File: src/rtl/cla_seq_adder.sv
// cla_seq_adder: multi-cycle carry-lookahead adder with valid/ready handshakes.
// Each RUN cycle resolves one SLICE-bit group using flat two-level lookahead;
// the slice carry-out is registered and feeds the next group.
// A WIDTH-bit add takes WIDTH/SLICE cycles from accept to oValid.
// Optional feature: define CLA_OVERFLOW_EN to add the oOverflow port.
module cla_seq_adder #(
  parameter int WIDTH = 32,
  parameter int SLICE = 4
) (
  input  logic             iClk,
  input  logic             iRst,
  input  logic             iValid,
  output logic             oReady,
  input  logic [WIDTH-1:0] iA,
  input  logic [WIDTH-1:0] iB,
  input  logic             iCarry,
  output logic             oValid,
  input  logic             iReady,
  output logic [WIDTH-1:0] oSum,
  output logic             oCarry
`ifdef CLA_OVERFLOW_EN
  ,
  output logic             oOverflow
`endif
);

  localparam int NSLICE = WIDTH / SLICE;
  localparam int KW     = (NSLICE > 1) ? $clog2(NSLICE) : 1;
  localparam logic [KW-1:0] K_LAST = KW'(NSLICE - 1);

  typedef enum logic [1:0] {
    IDLE = 2'd0,
    RUN  = 2'd1,
    DONE = 2'd2
  } state_t;

  state_t           state_q, state_d;
  logic [WIDTH-1:0] opa_q, opa_d;
  logic [WIDTH-1:0] opb_q, opb_d;
  logic             c_q, c_d;
  logic [KW-1:0]    k_q, k_d;
  logic [SLICE-1:0] sum_q [NSLICE];
  logic [SLICE-1:0] sum_d [NSLICE];
  logic             cout_q, cout_d;
`ifdef CLA_OVERFLOW_EN
  logic             ovf_q, ovf_d;
`endif

  // Operand slices, selected by the current slice index.
  logic [SLICE-1:0] opa_sl [NSLICE];
  logic [SLICE-1:0] opb_sl [NSLICE];
  logic [SLICE-1:0] a_s, b_s, g_s, p_s, s_s;
  logic [SLICE:0]   cy;   // cy[j] = carry into bit j of the slice; cy[SLICE] = slice carry-out

  genvar gi, gm;

  for (gi = 0; gi < NSLICE; gi++) begin : g_slice
    assign opa_sl[gi] = opa_q[gi*SLICE +: SLICE];
    assign opb_sl[gi] = opb_q[gi*SLICE +: SLICE];
    assign oSum[gi*SLICE +: SLICE] = sum_q[gi];
  end

  // Per-bit generate/propagate for the active slice; propagate uses the OR form.
  always_comb begin
    a_s = opa_sl[k_q];
    b_s = opb_sl[k_q];
    g_s = a_s & b_s;
    p_s = a_s | b_s;
    s_s = a_s ^ b_s ^ cy[SLICE-1:0];
  end

  // Flat lookahead: every carry is an OR of AND terms, no chaining through cy.
  assign cy[0] = c_q;
  for (gi = 1; gi <= SLICE; gi++) begin : g_carry
    logic [gi:0] terms;
    assign terms[0] = (&p_s[gi-1:0]) & c_q;
    for (gm = 0; gm < gi; gm++) begin : g_term
      if (gm == gi - 1) begin : g_last
        assign terms[gm+1] = g_s[gm];
      end else begin : g_prop
        assign terms[gm+1] = g_s[gm] & (&p_s[gi-1:gm+1]);
      end
    end
    assign cy[gi] = |terms;
  end

  // Handshake outputs decode straight from the state register.
  assign oReady = (state_q == IDLE);
  assign oValid = (state_q == DONE);
  assign oCarry = cout_q;
`ifdef CLA_OVERFLOW_EN
  assign oOverflow = ovf_q;
`endif

  // Next-state and datapath update: accept in IDLE, one slice per RUN cycle, hold in DONE.
  always_comb begin
    state_d = state_q;
    opa_d   = opa_q;
    opb_d   = opb_q;
    c_d     = c_q;
    k_d     = k_q;
    sum_d   = sum_q;
    cout_d  = cout_q;
`ifdef CLA_OVERFLOW_EN
    ovf_d   = ovf_q;
`endif
    case (state_q)
      IDLE: begin
        if (iValid) begin
          opa_d   = iA;
          opb_d   = iB;
          c_d     = iCarry;
          k_d     = '0;
          state_d = RUN;
        end
      end
      RUN: begin
        for (int i = 0; i < NSLICE; i++) begin
          if (k_q == KW'(i)) sum_d[i] = s_s;
        end
        c_d = cy[SLICE];
        k_d = k_q + KW'(1);
        if (k_q == K_LAST) begin
          k_d     = '0;
          cout_d  = cy[SLICE];
`ifdef CLA_OVERFLOW_EN
          // Carry into the MSB is the carry into the top bit of the last slice.
          ovf_d   = cy[SLICE-1] ^ cy[SLICE];
`endif
          state_d = DONE;
        end
      end
      DONE: begin
        if (iReady) state_d = IDLE;
      end
      default: state_d = IDLE;
    endcase
  end

  // State register; reset wins over any handshake in the same cycle.
  always_ff @(posedge iClk) begin
    if (iRst) begin
      state_q <= IDLE;
      opa_q   <= '0;
      opb_q   <= '0;
      c_q     <= 1'b0;
      k_q     <= '0;
      cout_q  <= 1'b0;
      for (int i = 0; i < NSLICE; i++) sum_q[i] <= '0;
`ifdef CLA_OVERFLOW_EN
      ovf_q   <= 1'b0;
`endif
    end else begin
      state_q <= state_d;
      opa_q   <= opa_d;
      opb_q   <= opb_d;
      c_q     <= c_d;
      k_q     <= k_d;
      cout_q  <= cout_d;
      for (int i = 0; i < NSLICE; i++) sum_q[i] <= sum_d[i];
`ifdef CLA_OVERFLOW_EN
      ovf_q   <= ovf_d;
`endif
    end
  end

endmodule

File: config.mk
export PLATFORM = sky130hd
export DESIGN_NAME = cla_seq_adder
export DESIGN_NICKNAME = d
export VERILOG_FILES = /design/src/rtl/cla_seq_adder.sv
export SDC_FILE = /design/constraint.sdc
export NUM_CORES = 1
export LEC_CHECK = 0
export CAP_MARGIN = 30
export CORE_MARGIN = 1.5
export CORE_UTILIZATION = 40
export CTS_BUF_LIST = sky130_fd_sc_hd__clkbuf_2
export CTS_CLUSTER_SIZE = 8
export DETAILED_ROUTE_END_ITERATION = 12
export GPL_TIMING_DRIVEN = 0
export PLACE_DENSITY = 0.68
export SYNTH_ARGS = -nofsm -noshare
export SYNTH_HDL_FRONTEND = slang
export SYNTH_SLANG_ARGS = --single-unit
File: constraint.sdc
create_clock -name iClk -period 2.4 [get_ports iClk]
set_input_delay 0.6 -clock iClk [delete_from_list [all_inputs] [get_ports iClk]]
set_output_delay 0.6 -clock iClk [all_outputs]
set_load 0.02 [all_outputs]
==> impl_results.md, run 1 <==
- DR top layer: met4
- Hold Crit Class: input pin to flop
- Critical path's slowest cell: mux4_2
- Failing checks: setup timing
- CP Capture Type: flop
- Initial antenna violation count: 0
- Post-route clock period utilization: 106%
- MaxCap Viol Count: 0
- Clock transition at path regs: 0.30 ns
- Cell Area, Synth: 4900 um^2
- 1st-pass router iterations: 4
- Multi-input logic area: 2720 um^2
- Post-synth cell types: 50
- Status: finished, violations left
- Routed wire per std cell: 15.3 um
- Post-CTS Hold Buffers: 0
- P_leak: 2.60 nW
- GR Overflow Total: 0
- Layout filler cell count: 1,070
- Slew @ Worst Pin: 0.664 ns
- CP Cell Sequence: buf_12 -> buf_12 -> mux4_2 -> nand2_2 -> and2_4 -> inv_4 -> fa_2 -> xnor2_4 -> buf_6 -> nor2_1 -> a21oi_1 -> nor2_1
- Startpoint types: flop
- Post-DP HPWL: 9330 um
- Layout Nets: 777
- Total power draw: 0.00336 W
- Seq. cell area: 2070 um^2
- Biggest area consumer among synthesized cells: dfxtp_1
- Main area contributors after synthesis: dfxtp_1, nand2_1, a21oi_1
- Mapped Cells: 563
- Share of the synthesized area in the top cell type: 42.1%
- Yosys synthesis warning count: 0
- Top delay family on crit path: multiplexers
- # clock sinks: 103
- Num ports: 104
- Setup TNS: -2.39 ns
- Async SR Flop Fraction: 0%
- Final hold vios: 0
- Worst vdd ir: 226 uV
- Post-DP Area: 6150 um^2
- GP Congestion: 0.808
- Drt drc: 0
- WP data arrival: 3.06 ns
- Largest net degree at the start of global routing: 21
- Worst Setup Slack, final: -0.137 ns
- I/O Buffers: 102
- CTS tree: yes
- Syn nets: 647
- Vias in the first global route: 4,559
- Core Footprint: 12,000 um^2
- Row Count: 40
- Power Density: 500 nW/um^2
- Layout overhead on the synthesized area: 37.1%
- Clk_lat worst skew: 0.61 ns
- Worst path required time: 2.93 ns
- Clock Root Buffer: clkbuf_2
- # diodes: 0
- Routed met3 length: 593 um
- RSZ-0062 raised after global routing: yes
- Relative slew margins: 55.8%
- #FFs+latches synth: 103
- Bufs and invs on worst path: 4
- Total CTS buffers: 9
- Initial core utilization: 41.0%
- Clock Skews: 0.0332 ns
- Min cycle time layout: 2.54 ns
- DRT Wirelength: 12,900 um
- CTS Buffer Depth: 2
- DIE AREA: 12,900 um^2
- Most common cell after layout, fill and taps aside: nand2_1
- Critical path type: flop to flop
- Initial drt markers: 200
- Total GRT Usage: 20.8%
- Critical Path Max Stage Delay: 0.53 ns
- Via count: 4,325
- Sequential area share after synthesis: 42.1%
- Peak Freq: 0.394 GHz
- Final Max Tran Viols: 0
- Final Instance Area: 6720 um^2
- Die X-Extent: 114 um
- CTS H-tree depth: 3
- Commonest non-fill, non-tap cells in the layout: nand2_1, dfxtp_1, clkdlybuf4s50_1
- Top FF cell, synth: dfxtp_1
- Layout cell share with drive strength beyond 1: 20.9%
- Die H: 114 um
- Post-Place Worst Slack: -0.489 ns
- Reg2reg setup slack: -0.14 ns
- Global-route wire length before repair: 21,400 um
- Mean Syn Cell Area: 8.71 um^2
- EDFF count, synth: 0
- Antenna viol nets, final: 0
- Critical Path Fanout Max: 7
- Via density: 5.12
- Final setup violating endpoints: 33
- Met2 WL: 6300 um
- WL met1: 5680 um
-- cells by family after synthesis --
| family | Yosys count | share of synthesized area, % |
|---|---|---|
| multiplexers | 23 | 9.24 |
| AND/OR/NAND/NOR | 252 | 24.0 |
| flip-flops | 103 | 42.1 |
| adder cells (fa/ha/maj) | 15 | 3.98 |
| buffers and inverters | 59 | 7.07 |
| AO/OA/AOI/OAI | 110 | 13.5 |
| XOR/XNOR | 1 | 0.179 |
-- worst register-to-register path: stages (launching register included) --
cell     delay [ns]
dfxtp_4        0.45
buf_12         0.13
buf_12         0.13
mux4_2         0.53
nand2_2        0.07
and2_4         0.17
inv_4          0.05
fa_2           0.40
xnor2_4        0.17
buf_6          0.15
nor2_1         0.04
a21oi_1        0.15
nor2_1         0.05
-- power by group --
| group | switching, W | total (W) | leakage [nW] | internal (W) |
|---|---|---|---|---|
| sequential | 0.0000427 | 0.00184 | 0.842 | 0.00179 |
| combinational | 0.000340 | 0.000706 | 1.69 | 0.000366 |
| clock | 0.000649 | 0.000823 | 0.0726 | 0.000174 |
-- per-stage QoR --
step / util (%) / hold WS [ns] / instances
finish: 56.2 / 0.370 / 845
detailed placement: 51.4 / 0.445 / 812
global placement: 51.4 / 0.438 / 812
global route: 56.2 / 0.369 / 845
CTS: 54.4 / 0.337 / 838
floorplan: - / 0.432 / 563
-- state kept, by name, summed over array words and instances (netlist names) --
name	cells
oSum	32
c_q	1
opa_q	32
opb_q	32
k_q	3
state_q	2
oCarry	1
-- final timing paths --
path                           endpoint                  start  depth (start not counted)
setup / recovery  oSum[25]$_SDFFE_PP0P_    k_q[0]$_SDFFE_PP0P_                         12
hold / removal     oSum[2]$_SDFFE_PP0P_                   iRst                          3
setup reg to reg  oSum[25]$_SDFFE_PP0P_    k_q[0]$_SDFFE_PP0P_                         12
hold reg to reg   opb_q[3]$_SDFFE_PP0P_  opb_q[3]$_SDFFE_PP0P_                          2
-- per-layer routing --
layer,GRT usage (%),vias up
met4,9.08,0
met2,36.3,126
met5,0,-
met1,25.0,1992
li1,-,2178
met3,3.67,29
-- layout make-up --
| class | count | share of cell area [%] |
|---|---|---|
| Inverter | 14 | 0.912 |
| Buffer | 40 | 4.37 |
| Tap cell | 147 | 2.74 |
| Clock inverter | 7 | 1.06 |
| Timing Repair Buffer | 124 | 19.0 |
| Sequential cell | 103 | 30.8 |
| Clock buffer | 9 | 0.670 |
| Multi-Input combinational cell | 401 | 40.5 |
-- what timing repair did --
action	CTS	global route
pin swaps	21	25
setup buffers	13	7
resized for setup	35	44
setup endpoints to repair	36	35
cloned	2	0
-- cells in the mapped netlist, types with 2 or more instances --
cell type / instances
nand2b_4: 2
nor3_1: 6
a31oi_1: 9
inv_2: 7
nand2_1: 156
o311ai_0: 7
a21oi_1: 76
a211oi_1: 2
mux2i_1: 7
buf_2: 9
ha_1: 14
nand4bb_1: 2
or4_1: 2
a22oi_1: 3
nand4b_4: 2
nor2_1: 48
dfxtp_1: 103
inv_1: 5
a311o_1: 6
buf_1: 2
mux4_1: 6
nand3_1: 5
clkbuf_1: 19
mux4_2: 10
clkinv_1: 2
nand2b_1: 3
buf_6: 12
buf_4: 2
nand3b_1: 2
and2_4: 7
nor2b_1: 3
nor4_1: 6
(Power assumes the default switching activity.)
==> run 2: changes to the inputs <==
--- a/config.mk
+++ b/config.mk
@@ -12,7 +12,7 @@
 export CTS_CLUSTER_SIZE = 8
 export DETAILED_ROUTE_END_ITERATION = 12
 export GPL_TIMING_DRIVEN = 0
-export PLACE_DENSITY = 0.68
+export PLACE_DENSITY = 0.65
 export SYNTH_ARGS = -nofsm -noshare
 export SYNTH_HDL_FRONTEND = slang
 export SYNTH_SLANG_ARGS = --single-unit
==> constraint.sdc (replaced) <==
create_clock -name iClk -period 2.66 [get_ports iClk]
set_input_delay 0.665 -clock iClk [delete_from_list [all_inputs] [get_ports iClk]]
set_output_delay 0.665 -clock iClk [all_outputs]
set_load 0.02 [all_outputs]
==> run 2 against run 1 <==
Effect of this change:
- hold slack improved by 0.099 ns
- register-to-register slack gained 0.22 ns
- utilization down 3.3 points
- routed wire length is 4.9% lower
- clock power is 17% lower
- the flow now finishes without violations
- maximum frequency decreased by 1.5%
- non-clock buffer count decreased by 15
- combinational power fell by 21%
==> impl_results.md, run 2 (synthesized netlist as in run 1, its figures left out) <==
- Die X-Extent: 114 um
- Critical Path Fanout Max: 10
- Vias in the first global route: 3,994
- Final setup violating endpoints: 0
- # clock sinks: 103
- Final Max Tran Viols: 0
- WP data arrival: 3.07 ns
- Layout Nets: 762
- Clk_lat worst skew: 0.58 ns
- Setup TNS: 0 ns
- Worst hold stages: 2
- P_int: 0.00204 W
- P_leak: 2.47 nW
- Critical Path Max Stage Delay: 0.51 ns
- Worst path required time: 3.15 ns
- # diodes: 0
- Hold WS: 0.469 ns
- Antenna viol nets, final: 0
- Final hold vios: 0
- Reg2reg setup slack: 0.08 ns
- Core Footprint: 12,000 um^2
- RR Startpoint: k_q[0]$_SDFFE_PP0P_
- Clock Skews: 0.0365 ns
- Post-route clock period utilization: 96.8%
- Total GRT Usage: 19.0%
- GP Congestion: 0.802
- Hold Crit Class: flop to flop
- Drt drc: 0
- Min cycle time layout: 2.58 ns
- Post-CTS Hold Buffers: 0
- Largest net degree at the start of global routing: 18
- Bufs and invs on worst path: 4
- Routed wire per std cell: 14.8 um
- CTS tree: yes
- GR Overflow Total: 0
- 1st-pass router iterations: 4
- Hold Crit Start: opb_q[6]$_SDFFE_PP0P_
- Relative slew margins: 53.7%
- Part of the power in combinational logic: 19.3%
- Total power draw: 0.00290 W
- Clock transition at path regs: 0.30 ns
- Die H: 114 um
- Initial core utilization: 41.0%
- Layout filler cell count: 1,162
- MaxCap Viol Count: 0
- Final core occ: 52.9%
- Power Density: 458 nW/um^2
- Most common cell after layout, fill and taps aside: nand2_1
- Via density: 5.15
- Hold worst-path end: opb_q[6]$_SDFFE_PP0P_
- Clock Root Buffer: clkbuf_2
- RSZ-0062 raised after global routing: yes
- Top delay family on crit path: multiplexers
- Critical path type: flop to flop
- Layout cell share with drive strength beyond 1: 13.5%
- CP Capture Type: flop
- CTS H-tree depth: 3
- Switching Fraction: 29.7%
- Worst reg-to-reg path cell count: 12
- Layout overhead on the synthesized area: 29.0%
- Switching Power: 0.000859 W
- Commonest non-fill, non-tap cells in the layout: nand2_1, dfxtp_1, clkdlybuf4s50_1
- DIE AREA: 12,900 um^2
- DRT Wirelength: 12,300 um
- Global-route wire length before repair: 19,500 um
- Row Count: 40
- Total CTS buffers: 9
- Reg power frac: 57.1%
- Initial drt markers: 294
- Via count: 4,271
- Startpoint types: flop
- Post-DP HPWL: 9110 um
- Peak Freq: 0.388 GHz
- CTS Buffer Depth: 2
- Slew @ Worst Pin: 0.694 ns
- I/O Buffers: 102
- CP Cell Sequence: buf_12 -> buf_8 -> mux4_2 -> nand2_1 -> and2_4 -> inv_2 -> ha_4 -> nor2_4 -> a21o_1 -> buf_6 -> nor4_1 -> a311o_1
- FF-to-FF End: oSum[6]$_SDFFE_PP0P_
- Initial antenna violation count: 0
- Worst vdd ir: 195 uV
- Critical path's slowest cell: mux4_2
- Clk pwr share: 23.5%
- Num ports: 104
- Status: completed
[run 2: cell types whose count changed in the layout (fill, tap and decap cells not counted), moves of 5 or more]
| cell | change |
|---|---|
| buf_6 | -8 |
| nor2_2 | -10 |
| nor2_1 | +12 |
| a21oi_1 | +5 |
| ha_4 | -5 |
| a21oi_2 | -5 |
[run 2: final cells by class]
cell class	instances	area [um^2]	area share, %
multi-input combinational	401	2550	40.2
tap	147	184	2.91
buffer	40	288	4.55
clock inverter	5	43.8	0.692
sequential	103	2070	32.7
timing repair buffer	109	1100	17.3
inverter	14	52.6	0.831
clock buffer	10	50.0	0.791
[run 2: worst max path at each step]
stage                                    from               endpoint  slack, ns  cells past startpoint
after floorplan           k_q[0]$_SDFFE_PP0P_  oSum[10]$_SDFFE_PP0P_       0.10                     12
after global placement    k_q[1]$_SDFFE_PP0P_  oSum[25]$_SDFFE_PP0P_      -0.41                     11
after detailed placement  k_q[0]$_SDFFE_PP0P_  oSum[29]$_SDFFE_PP0P_      -0.48                     11
after CTS                 k_q[0]$_SDFFE_PP0P_   oSum[6]$_SDFFE_PP0P_       0.01                     12
after global routing      k_q[0]$_SDFFE_PP0P_  oSum[14]$_SDFFE_PP0P_      -0.02                     12
final                     k_q[0]$_SDFFE_PP0P_   oSum[6]$_SDFFE_PP0P_       0.08                     12
[run 2: metal layers]
| metal | global-route usage (%) | routed length [um] |
|---|---|---|
| met5 | 0 | 0 |
| met4 | 4.42 | 76 |
| met3 | 2.82 | 569 |
| met2 | 32.8 | 6000 |
| met1 | 25.3 | 5640 |
[run 2: what timing repair did]
action	CTS	global route
setup buffers	4	2
endpoints found under the hold margin	0	0
gates resized for setup	19	10
pin swaps	2	3
setup endpoints to repair	36	28
cloned	0	1
[run 2: power groups by stage]
stage               logic (W)  clock network (W)  registers [W]
floorplan            0.000315                  0        0.00168
global placement     0.000511                  0        0.00168
detailed placement   0.000520                  0        0.00168
CTS                  0.000550           0.000694        0.00165
global route         0.000612           0.000754        0.00166
finish               0.000560           0.000682        0.00165
[run 2: worst reg2reg max path: stages (launching register included)]
cell and delay [ns]:
dfxtp_4 0.44, buf_12 0.14, buf_8 0.13, mux4_2 0.52, nand2_1 0.09, and2_4 0.15
inv_2 0.04, ha_4 0.17, nor2_4 0.15, a21o_1 0.14, buf_6 0.13, nor4_1 0.06
a311o_1 0.33
[run 2: through the flow]
stage,area [um^2],cells,worst slack [ns]
after floorplan,4900,563,0.102
after CTS,6270,827,0.0100
after global placement,6110,812,-0.412
after global routing,6330,829,-0.0207
final,6330,829,0.0842
after detailed placement,6110,812,-0.485
==> variant: new RTL, config.mk and constraints of run 2 <==
The option `CLA_OVERFLOW_EN` is turned on by a define.
--- a/src/rtl/cla_seq_adder.sv
+++ b/src/rtl/cla_seq_adder.sv
@@ -4,4 +4,6 @@
 // A WIDTH-bit add takes WIDTH/SLICE cycles from accept to oValid.
 // Optional feature: define CLA_OVERFLOW_EN to add the oOverflow port.
+`define CLA_OVERFLOW_EN
+
 module cla_seq_adder #(
   parameter int WIDTH = 32,
Behaviour (old outputs only; new: oOverflow): unchanged (equiv_simple and equiv_induct, registers matched by name and starting in step).
==> variant against run 2 <==
- clock power is 11% higher
- utilization increased by 1.3 points
- count of clock-buffer cells in the layout is 1 lower
- first-iteration DRC count increased by 18%
- non-clock buffer count rose by 5
- final area increased by 2.5%
- synthesized cell count is 1.2% lower
- routed wire length increased by 4.2%
- area after synthesis is 0.46% lower
- sequential cell count is 1 higher
- total power grew 2.8%
- worst setup slack lost 0.013 ns
- largest power group unchanged
==> variant: results (changes against run 2) <==
post-synthesis sequential area ratio=42.7% (was 42.1%); Leak=2.55 nW (was 2.47 nW); Clk Latency, worst-skew pair=0.58 ns (about the same); pin count of the biggest net entering global routing=18 (unchanged); Num CTS Buffers=9 (unchanged); Max stage delay on crit path=approximately 0.5 ns; GRT Util Overall=19.6% (was 19.0%); layout cells sized above 1=14.9% (was 13.5%); Max Root-Sink Buffers=2 (unchanged); NumNets Final=764 (was 762); Post-synth ARST share=0% (unchanged); clock skew=0.0234 ns (was 0.0365 ns); pre-CTS setup slack=-0.397 ns (was -0.485 ns); Detailed Route Iter0 Violations=346 (was 294); CP max-delay cell=mux4_2 (unchanged); Clock transition at path regs=0.28 ns (was 0.30 ns); port bufs=103 (was 102); hold crit path type=reg -> reg (unchanged); Switch Pwr=0.845 mW (was 0.859 mW); Pre-antenna DRT Iters=5 (was 4); Slew Limit Headroom=58.1% (was 53.7%); Synth Net Count=640 (was 647); vias in the first global route=4,132 (was 3,994); Vias=4,315 (was 4,271); initial antenna violation count=1 (was 0); Post-Synth XOR/XNOR Area=0.179% (about the same); first-pass GRT wire length=20,000 um (was 19,500 um); area share of fa/ha/maj cells after synthesis=4.00% (was 3.98%); crit path DAT=3.07 ns (about the same); GP Congestion=0.830 (was 0.802); WL final=12,800 um (was 12,300 um); crit-path leading delay family=multiplexers (unchanged); crit path max fanout=8 (was 10); Post-synth top cells=nand2_1 (147), dfxtp_1 (104), a21oi_1 (77) (was nand2_1 (156), dfxtp_1 (103), a21oi_1 (76)); clk root buf=clkbuf_2 (unchanged); Filler cells=1,115 (was 1,162); top_reg_cell synth=dfxtp_1 (unchanged); Synth Warn #=0 (unchanged); maximum vdd drop=263 uV (was 195 uV); largest cells by area after synthesis=dfxtp_1 (43%), nand2_1 (11%), a21oi_1 (7.9%) (was dfxtp_1 (42%), nand2_1 (12%), a21oi_1 (7.8%)); complex-gate fraction of the synthesized area=14.9% (was 13.5%); post-synthesis mux area share=9.56% (was 9.24%); Synth cell types=49 (was 50); hpwl dp=9270 um (was 9110 um); run status=finished, final reports clean (unchanged)
[variant: cell count changes in the layout (fill, tap and decap cells not counted), moves of 9 or more]
cell / run 2 / this run
buf_6: 11 / 1
nor2_1: 47 / 38
buf_4: 9 / 21
nand3b_1: 2 / 19
nand2_1: 156 / 146
a31oi_1: 9 / 0
[variant: kinds of logic (layout without fill, tap and decap cells)]
kind of cell,Yosys count,count (layout)
xor gates and xnor gates,1,1
muxes,24,24
and+or+nand+nor,240,240
other,0,1
adders and majority gates,15,15
AOI/OAI and AO/OA,114,114
buffers and inverters,58,186
DFF,104,104
[variant: metrics by stage]
step | std cells | util (%) | setup TNS (ns) | power (mW) | area [um^2]
after floorplan | 556 | - | 0 | 1.98 | 4880
after global placement | 806 | 51.0 | -4.45 | 2.17 | 6100
after detailed placement | 806 | 51.0 | -6.27 | 2.19 | 6100
after CTS | 826 | 53.0 | 0 | 2.96 | 6340
after global routing | 832 | 54.2 | -0.362 | 3.11 | 6490
final | 832 | 54.2 | 0 | 2.98 | 6490
[variant: final timing paths]
kind         startpoint         to  slack (ns)  depth (start not counted)
max              k_q[0]    oSum[5]        0.07                         11
max reg2reg      k_q[0]    oSum[5]        0.07                         11
min           opa_q[31]  opa_q[31]        0.47                          2
min reg2reg   opa_q[31]  opa_q[31]        0.47                          2
[variant: power groups by stage]
stage	Combinational [mW]	Sequential [mW]	Clock (mW)
after global routing	0.600	1.67	0.832
after CTS	0.530	1.66	0.768
after floorplan	0.293	1.69	0
after detailed placement	0.495	1.69	0
final	0.555	1.66	0.756
after global placement	0.485	1.69	0
[variant: cell type report]
class	instances	area, um^2	area share (%)
Clock inverter	6	67.6	1.04
Tap cell	147	184	2.84
Buffer	37	228	3.51
Inverter	17	66.3	1.02
Sequential cell	104	2090	32.2
Antenna cell	1	2.50	0.0386
Clock buffer	9	45.0	0.694
Multi-Input combinational cell	394	2640	40.7
Timing Repair Buffer	117	1160	18.0
[variant: repair_timing]
action	4_1_cts	5_1_grt
resized for setup	18	21
gates cloned	0	1
pin swaps	4	8
endpoints found under the setup margin	34	29
setup buffers	6	7
[variant: layer usage]
layer	track usage [%]	vias to the layer above	routed length, um
li1	-	2146	-
met1	25.8	2019	5820
met2	33.2	132	6180
met3	2.98	18	574
met4	6.33	0	232
met5	0	-	0
[variant: worst register-to-register path, stage by stage, from the launching register on]
cell     delay, ns
dfxtp_4       0.46
buf_12        0.14
buf_12        0.14
mux4_2        0.51
nand2_1       0.08
and2_4        0.16
inv_4         0.04
fa_2          0.39
xnor2_4       0.32
nor2_1        0.08
a21oi_1       0.13
nor2_1        0.05
